$ cat config.mk
export PLATFORM = sky130hd
export DESIGN_NAME = uart_tx_arbiter
export DESIGN_NICKNAME = d
export VERILOG_FILES = /design/src/rtl/uart_tx_arbiter.sv
export SDC_FILE = /design/constraint.sdc
export NUM_CORES = 1
export LEC_CHECK = 0
export ABC_AREA = 1
export CAP_MARGIN = 20
export CORE_MARGIN = 2
export CORE_UTILIZATION = 35
export CTS_BUF_LIST = sky130_fd_sc_hd__clkbuf_4
export DETAILED_ROUTE_END_ITERATION = 8
export PLACE_DENSITY = 0.6
export SLEW_MARGIN = 30
export SYNTH_ARGS = -nofsm -noshare
export SYNTH_HDL_FRONTEND = slang
export SYNTH_SLANG_ARGS = --single-unit
$ cat constraint.sdc
create_clock -name clk -period 4.3 [get_ports clk]
set_input_delay 0.86 -clock clk [delete_from_list [all_inputs] [get_ports clk]]
set_output_delay 0.86 -clock clk [all_outputs]
set_load 0.05 [all_outputs]
$ cat src/rtl/uart_tx_arbiter.sv
// Round-robin arbiter sharing one byte-serial UART transmitter among N_REQ requesters.
// Define UART_TX_ARB_FIXED_PRIO_EN for fixed priority (lowest index wins) instead of round-robin.
module uart_tx_arbiter #(
    parameter int N_REQ      = 4,
    parameter int STROBE_CYC = 4,
    parameter int GAP_CYC    = 16,
    parameter int TMO_CYC    = 2**20,
    parameter int TMO_W      = 21
) (
    input  logic               clk,
    input  logic               rst_n,
    input  logic [N_REQ-1:0]   req,
    input  logic [8*N_REQ-1:0] req_data,
    output logic [N_REQ-1:0]   gnt,
    output logic [2:0]         grant_id,
    output logic [7:0]         uart_data,
    output logic               uart_start,
    input  logic               uart_finish,
    output logic               busy,
    output logic               tmo_err
);

    // state    | meaning
    // S_IDLE   | arbitrate among pending requests
    // S_STROBE | gnt cycle, then uart_start high for STROBE_CYC cycles
    // S_LAUNCH | strobe dropped, waiting for finish to go low
    // S_SHIFT  | frame shifting, waiting for finish to return high
    // S_GAP    | enforced idle time before the next frame
    typedef enum logic [2:0] {S_IDLE, S_STROBE, S_LAUNCH, S_SHIFT, S_GAP} state_t;

    localparam int CNT_MAX = (STROBE_CYC > GAP_CYC) ? STROBE_CYC : GAP_CYC;
    localparam int CNT_W   = $clog2(CNT_MAX + 1);
    localparam logic [CNT_W-1:0] STROBE_LD = CNT_W'(STROBE_CYC);
    localparam logic [CNT_W-1:0] GAP_LD    = (GAP_CYC == 0) ? '0 : CNT_W'(GAP_CYC - 1);
    localparam logic [TMO_W-1:0] TMO_LD    = TMO_W'(TMO_CYC - 1);

    state_t             state, state_nxt;
    logic [CNT_W-1:0]   cnt, cnt_nxt;
    logic [TMO_W-1:0]   tmo_cnt, tmo_nxt;
    logic [N_REQ-1:0]   gnt_nxt;
    logic [2:0]         grant_id_nxt;
    logic [7:0]         uart_data_nxt;
    logic               start_nxt;
    logic               tmo_err_nxt;
    logic [2:0]         rr_ptr;
    logic [2*N_REQ-1:0] req_dbl;
    logic [N_REQ-1:0]   req_rot;
    logic [2:0]         win;
    logic               win_vld;
    logic [7:0]         win_data;
    int                 win_sum;

    // Rotate requests so rr_ptr lands at bit 0; the lowest set bit is then the winner.
    always_comb begin
        req_dbl  = {req, req} >> rr_ptr;
        req_rot  = req_dbl[N_REQ-1:0];
        win_vld  = |req;
        win_sum  = 0;
        for (int k = N_REQ - 1; k >= 0; k--) begin
            if (req_rot[k]) win_sum = k;
        end
        win_sum = win_sum + int'(rr_ptr);
        if (win_sum >= N_REQ) win_sum = win_sum - N_REQ;
        win      = 3'(win_sum);
        win_data = '0;
        for (int k = 0; k < N_REQ; k++) begin
            if (3'(k) == win) win_data = req_data[8*k +: 8];
        end
    end

    always_comb begin
        state_nxt     = state;
        cnt_nxt       = cnt;
        tmo_nxt       = tmo_cnt;
        gnt_nxt       = '0;
        grant_id_nxt  = grant_id;
        uart_data_nxt = uart_data;
        start_nxt     = 1'b0;
        tmo_err_nxt   = 1'b0;
        case (state)
            S_IDLE: begin
                if (win_vld) begin
                    gnt_nxt       = N_REQ'(1) << win;
                    grant_id_nxt  = win;
                    uart_data_nxt = win_data;
                    cnt_nxt       = STROBE_LD;
                    state_nxt     = S_STROBE;
                end
            end
            S_STROBE: begin
                if (cnt != '0) begin
                    start_nxt = 1'b1;
                    cnt_nxt   = cnt - 1'b1;
                end else begin
                    tmo_nxt   = TMO_LD;
                    state_nxt = S_LAUNCH;
                end
            end
            S_LAUNCH: begin
                if (tmo_cnt == '0) begin
                    tmo_err_nxt = 1'b1;
                    cnt_nxt     = GAP_LD;
                    state_nxt   = S_GAP;
                end else begin
                    tmo_nxt = tmo_cnt - 1'b1;
                    if (!uart_finish) state_nxt = S_SHIFT;
                end
            end
            S_SHIFT: begin
                // A finish rising on the terminal-count cycle beats the timeout.
                if (uart_finish) begin
                    cnt_nxt   = GAP_LD;
                    state_nxt = S_GAP;
                end else if (tmo_cnt == '0) begin
                    tmo_err_nxt = 1'b1;
                    cnt_nxt     = GAP_LD;
                    state_nxt   = S_GAP;
                end else begin
                    tmo_nxt = tmo_cnt - 1'b1;
                end
            end
            S_GAP: begin
                if (cnt == '0) state_nxt = S_IDLE;
                else           cnt_nxt   = cnt - 1'b1;
            end
            default: state_nxt = S_IDLE;
        endcase
    end

    always_ff @(posedge clk or negedge rst_n) begin
        if (!rst_n) begin
            state      <= S_IDLE;
            cnt        <= '0;
            tmo_cnt    <= '0;
            gnt        <= '0;
            grant_id   <= '0;
            uart_data  <= '0;
            uart_start <= 1'b0;
            tmo_err    <= 1'b0;
        end else begin
            state      <= state_nxt;
            cnt        <= cnt_nxt;
            tmo_cnt    <= tmo_nxt;
            gnt        <= gnt_nxt;
            grant_id   <= grant_id_nxt;
            uart_data  <= uart_data_nxt;
            uart_start <= start_nxt;
            tmo_err    <= tmo_err_nxt;
        end
    end

`ifdef UART_TX_ARB_FIXED_PRIO_EN
    assign rr_ptr = '0;
`else
    always_ff @(posedge clk or negedge rst_n) begin
        if (!rst_n)                       rr_ptr <= '0;
        else if (state == S_IDLE && win_vld) rr_ptr <= (win == 3'(N_REQ - 1)) ? 3'd0 : win + 3'd1;
    end
`endif

    assign busy = (state != S_IDLE);

endmodule

==> summary.txt, run 1 <==
Clocking
  – Clock Sinks: 49
  – Post-CTS Resized: 0
  – Num CTS Buffers: 5
  – Clock root cell: clkbuf_4
  – # Post-CTS Setup Buffers: 0
  – Clock slew at reported path FFs: 0.19 ns
  – Max clock buf depth: 2
  – Worst skew pair latency: 0.40 ns
  – H-tree Lvls: 2
  – CTS tree: built
  – Hold buffer count at cts: 0

Pwr
  – Pwr dens: 854 nW/um2
  – Static leakage: 2.01 nW
  – VDD IR max: 0.380 mV

Synth
  – Top cells by area, synth: dfrtp_1 36%, nand2_1 17%, nand3_1 9.3%
  – Cell area after synthesis: 3390 um2
  – Post-synth EDFFs: 0
  – Yosys top cell area share: 0.362
  – Synth async-reset ratio: 1.00
  – Primary FF master, synth: dfrtp_1
  – Cell with the most instances after synthesis: nand2_1
  – Ys Warns: 0
  – Top cells by count, synth: 152 x nand2_1, 73 x nor2_1, 63 x nand3_1
  – Cells after synthesis: 514
  – Syn_nets: 562
  – Cell accounting for the most synthesized area: dfrtp_1
  – Sequential share of the synthesized area: 0.362
  – Post-synth cell types: 36
  – Synthesis-stage register bit count: 49
  – Avg Inst Size Synth: 6.59 um2

Place
  – Port bufs: 56
  – Post-DP HPWL: 6360 um
  – Gpl congestion: 0.875

Floorplanning
  – Die Span Y: 102 um
  – Core ar.: 9330 um2
  – FP Rows: 35
  – Die ar.: 10500 um2
  – # IOs: 57
  – Die width: 102 um
  – Starting Density: 0.363

Worst hold path
  – Worst Hold Path Cells: 1
  – Hold_sp: tmo_cnt[0]$_DFFE_PN0P_
  – HP Class: reg -> reg
  – Worst Hold Path EP: tmo_cnt[0]$_DFFE_PN0P_

Setup path
  – Critical-path maximum fanout: 17
  – Crit path required time: 4.61 ns
  – Worst reg2reg endpoint: uart_data[0]$_DFFE_PN0P_
  – Reg2reg setup slack: 1.11 ns
  – Crit start category: input port
  – CP arrival: 3.90 ns
  – FF-to-FF Start: rr_ptr[0]$_DFFE_PN0P_
  – Worst Setup End Kind: flop
  – Setup CP Type: in -> reg
  – Reg2reg path depth: 13

Run status
  – Status: complete, no violations

STA
  – Pin slew with the least headroom to its limit: 0.640 ns
  – Min Hold Slack: 0.494 ns
  – Final Hold Viols: 0
  – RSZ-0062 raised after global routing: false
  – Final min period: 3.59 ns
  – Maximum clock rate: 278 MHz
  – Tcrit/Tclk final: 0.836
  – Fin. max-slew vios: 0
  – TNS Setup: 0 ns
  – Max_slew headroom: 0.573
  – Setup-failing EPs final: 0
  – Final setup skew: 0.0335 ns

Finish
  – Final Util: 0.441
  – Share of layout cells above drive strength 1: 0.0739
  – Antenna cells: 0
  – Nets@finish: 615
  – Area delta synth->final: 21.5%

Global routing
  – Largest net degree at the start of global routing: 50
  – Gr ovfl total: 0
  – Met1 Use GR: 0.232
  – First-pass GRT wire length: 14700 um
  – Number of global-route vias before repair: 3180
  – GR Util met2: 0.284
  – GR Util met3: 0.0465
  – Overall routing resource usage: 0.175
  – Gr busiest metal: met2
  – Initial antenna violation count: 0

Run
  – MaxCap Viol Count: 0

Drt
  – Post-Route WL: 8560 um
  – Per-cell routed wire length: 12.3 um
  – Routed Antenna Nets: 0
  – DR pass1 iterations: 4
  – Drt first-iter violations: 136
  – Vias per cell: 4.78
  – Post-route DRC: 0
  – Total number of vias: 3333
## per-layer routing
metal / wire length [um] / part of all wire
met1: 4070 / 0.48
met2: 3940 / 0.46
met3: 514 / 0.060
met4: 35 / 0.0041
met5: 0 / 0
## kinds of logic (layout without fill, tap and decap cells)
family	count (synthesis)	count (layout)	share of synthesized area
DFF	49	49	0.362
and+or+nand+nor	326	326	0.422
xor gates and xnor gates	1	1	0.00259
adders and majority gates	9	9	0.0355
AOI/OAI and AO/OA	50	50	0.0794
buffers and inverters	79	133	0.0983
## cell type report
cell class,count,area [um2]
inverters,64,243
clock buffers,5,37.5
repair buffers,61,593
fillers,959,5210
flip-flops and latches,49,1230
well taps,129,161
multi-input cells,386,1830
clock inverters,3,26.3
## sequential cells by signal (all words and copies together), names as in the netlist
signal and count:
tmo_cnt 21, uart_data 8, cnt 5, gnt 4, grant_id 3, rr_ptr 3, state 3, tmo_err 1
uart_start 1
## worst max-delay path, cell delays in order
cell	delay [ns]
clkdlybuf4s50_1	0.47
inv_1	0.05
o21ai_0	0.15
inv_1	0.07
o21ai_0	0.23
nand2_1	0.08
a21boi_0	0.17
ha_1	0.21
fa_1	0.47
inv_1	0.12
ha_1	0.53
nand3_1	0.16
nand3_1	0.11
nand3_1	0.09
a21oi_1	0.12
## through the flow
step | setup WS [ns] | instance area, um2 | power [mW] | std cells
2_1_floorplan | 0.981 | 3390 | 2.72 | 514
3_3_place_gp | 0.406 | 4050 | 3.23 | 689
3_5_place_dp | 0.323 | 4050 | 3.29 | 689
4_1_cts | 0.735 | 4120 | 3.54 | 697
5_1_grt | 0.350 | 4120 | 3.92 | 697
6_report | 0.706 | 4120 | 3.52 | 697
## report_power, final
part	internal, mW	leakage, nW	total [mW]	switching [mW]
sequential	0.676	0.594	0.881	0.205
clock	0.0707	0.0366	0.252	0.181
combinational	0.832	1.38	2.38	1.55
## how the worst max path moves through the flow
stage	endpoint	cells after the start	startpoint
2_1_floorplan	uart_data[6]$_DFFE_PN0P_	17	req[1]
3_3_place_gp	uart_data[4]$_DFFE_PN0P_	15	req[1]
3_5_place_dp	uart_data[1]$_DFFE_PN0P_	16	req[1]
4_1_cts	uart_data[0]$_DFFE_PN0P_	15	req[1]
5_1_grt	uart_data[2]$_DFFE_PN0P_	16	req[1]
6_report	uart_data[0]$_DFFE_PN0P_	15	req[1]
## layout by cell type (no fill, tap or decap), types with 3 or more instances in the layout
master,instances
inv_6,3
clkbuf_4,5
o21ai_1,3
or2_2,15
nand4_1,6
nand3_1,63
nor2_2,5
dfrtp_1,49
nand2_1,152
nor2_1,73
o21a_1,3
ha_1,8
inv_1,61
a21oi_1,16
o21ai_0,23
clkdlybuf4s50_1,55
buf_4,5
No activity file was read; power rests on OpenSTA's default activity.
==> run 2: changes to the inputs <==
clock period = 3.5 ns   (was 4.3 ns; I/O delays follow)
==> summary.txt, run 2 (synthesized netlist as in run 1, its figures left out) <==
Clocking
  – Max clock buf depth: 2 (unchanged)
  – Num CTS Buffers: 5 (unchanged)
  – Clock root cell: clkbuf_4 (unchanged)
  – Post-CTS Resized: 0 (unchanged)
  – Hold buffer count at cts: 0 (unchanged)
  – Clock slew at reported path FFs: 0.14 ns (was 0.19 ns)
  – CTS tree: built (unchanged)
  – H-tree Lvls: 2 (unchanged)
  – Clock Sinks: 49 (unchanged)
  – # Post-CTS Setup Buffers: 0 (unchanged)
  – Worst skew pair latency: 0.36 ns (was 0.40 ns)

Drt
  – Vias per cell: 4.68 (was 4.78)
  – Total number of vias: 3287 (was 3333)
  – Post-Route WL: 8340 um (was 8560 um)
  – DR pass1 iterations: 5 (was 4)
  – Routed Antenna Nets: 0 (unchanged)
  – Drt first-iter violations: 157 (was 136)
  – Per-cell routed wire length: 11.9 um (was 12.3 um)
  – Post-route DRC: 0 (unchanged)

Place
  – Post-DP HPWL: 6430 um (was 6360 um)
  – Placed Cells: 695 (was 689)
  – Placed instance area: 4120 um2 (was 4050 um2)
  – Gpl congestion: 0.855 (was 0.875)
  – Port bufs: 56 (unchanged)

Setup path
  – Crit start category: input port (unchanged)
  – Critical-path maximum fanout: 17 (unchanged)
  – Setup CP Type: in -> reg (unchanged)
  – Reg2reg path depth: 16 (was 13)
  – Worst reg2reg endpoint: uart_data[7]$_DFFE_PN0P_ (was uart_data[0]$_DFFE_PN0P_)
  – Worst Setup End Kind: flop (unchanged)
  – CP arrival: 3.56 ns (was 3.90 ns)
  – FF-to-FF Start: rr_ptr[0]$_DFFE_PN0P_ (unchanged)
  – Crit path required time: 3.79 ns (was 4.61 ns)
  – Reg2reg setup slack: 0.51 ns (was 1.11 ns)

Finish
  – Multi-input gate area in the final layout: 1830 um2 (unchanged)
  – Max reg flops: 21 (unchanged)
  – Design area: 4200 um2 (was 4120 um2)
  – Antenna cells: 0 (unchanged)
  – Nets@finish: 621 (was 615)
  – Layout fillers: 940 (was 959)
  – Commonest non-fill, non-tap cell in the layout: nand2_1 (unchanged)
  – Largest Register: tmo_cnt (unchanged)
  – Area delta synth->final: 24.0% (was 21.5%)
  – Largest registers: tmo_cnt x21, uart_data x8, cnt x5 (unchanged)
  – Most frequent cells in the layout: 152 x nand2_1, 73 x nor2_1, 63 x nand3_1 (unchanged)
  – Register area: 1230 um2 (unchanged)
  – Final Non-Filler Cells: 703 (was 697)
  – Share of layout cells above drive strength 1: 0.0819 (was 0.0739)

Floorplanning
  – Die ar.: 10500 um2 (unchanged)
  – FP Rows: 35 (unchanged)
  – Die Span Y: 102 um (unchanged)
  – # IOs: 57 (unchanged)
  – Starting Density: 0.363 (unchanged)
  – Core ar.: 9330 um2 (unchanged)
  – Die width: 102 um (unchanged)

Worst hold path
  – HP Class: in -> async (was reg -> reg)

Run status
  – Status: complete, no violations (unchanged)

STA
  – Setup-failing EPs final: 0 (unchanged)
  – Final setup skew: 0.00831 ns (was 0.0335 ns)
  – Final min period: 3.26 ns
  – Pin slew with the least headroom to its limit: 0.753 ns (was 0.640 ns)
  – Tcrit/Tclk final: 0.933
  – Final Hold Viols: 0 (unchanged)
  – Max_slew headroom: 0.498 (was 0.573)
  – Maximum clock rate: 306 MHz
  – Fin. max-slew vios: 0 (unchanged)
  – RSZ-0062 raised after global routing: false (unchanged)

Global routing
  – Initial antenna violation count: 0 (unchanged)
  – First-pass GRT wire length: 14500 um (was 14700 um)
  – Gr ovfl total: 0 (unchanged)
  – Number of global-route vias before repair: 3222 (was 3180)
  – Overall routing resource usage: 0.172 (was 0.175)
  – Largest net degree at the start of global routing: 34 (was 50)

Run
  – MaxCap Viol Count: 0 (unchanged)

Pwr
  – VDD IR max: 0.541 mV (was 0.380 mV)
  – Static leakage: 2.06 nW (was 2.01 nW)
  – Pwr dens: 1090 nW/um2 (was 854 nW/um2)
[run 2: routing by layer]
metal  part of all wire  track usage
met1               0.48        0.227
met2               0.45        0.285
met4              0.017       0.0503
met5                  0            0
met3              0.048       0.0383
[run 2: report_power, final]
group | switching (mW) | internal [mW]
combinational | 1.95 | 1.19
sequential | 0.257 | 0.831
clock | 0.183 | 0.157
[run 2: how the worst max path moves through the flow]
| stage | start | to | slack [ns] |
|---|---|---|---|
| 2_1_floorplan | req[1] | uart_data[6]$_DFFE_PN0P_ | 0.34 |
| 3_3_place_gp | req[0] | uart_data[5]$_DFFE_PN0P_ | -0.09 |
| 3_5_place_dp | req[0] | uart_data[7]$_DFFE_PN0P_ | -0.16 |
| 4_1_cts | req[0] | uart_data[7]$_DFFE_PN0P_ | 0.22 |
| 5_1_grt | req[0] | uart_data[6]$_DFFE_PN0P_ | 0.008 |
| 6_report | req[0] | uart_data[7]$_DFFE_PN0P_ | 0.24 |
[run 2: cell type report]
cell class,instances,share of cell area
sequential,49,0.292
inverter,64,0.0578
multi-input combinational,386,0.435
tap,129,0.0384
timing repair buffer,67,0.158
clock buffer,6,0.0107
clock inverter,2,0.00804
[run 2: worst max-delay path, cell delays in order]
cell and delay [ns]:
clkdlybuf4s50_1 0.47, inv_1 0.05, o21a_1 0.17, o21ai_0 0.23, inv_1 0.07, nand2_1 0.06
a21boi_0 0.08, ha_1 0.21, fa_1 0.55, inv_1 0.09, ha_1 0.22, buf_12 0.16
nor2_1 0.10, nand3_1 0.08, nand3_1 0.10, nand3_1 0.09, a21oi_1 0.14
[run 2: through the flow]
| step | util | TNS [ns] | power (mW) | hold slack (ns) | setup WS, ns |
|---|---|---|---|---|---|
| floorplan | - | 0 | 3.35 | 0.404 | 0.341 |
| global placement | 0.442 | -0.429 | 4.21 | 0.467 | -0.0856 |
| detailed placement | 0.442 | -0.796 | 4.25 | 0.481 | -0.164 |
| CTS | 0.450 | 0 | 4.62 | 0.404 | 0.223 |
| global route | 0.450 | 0 | 5.07 | 0.440 | 0.00824 |
| finish | 0.450 | 0 | 4.57 | 0.385 | 0.236 |
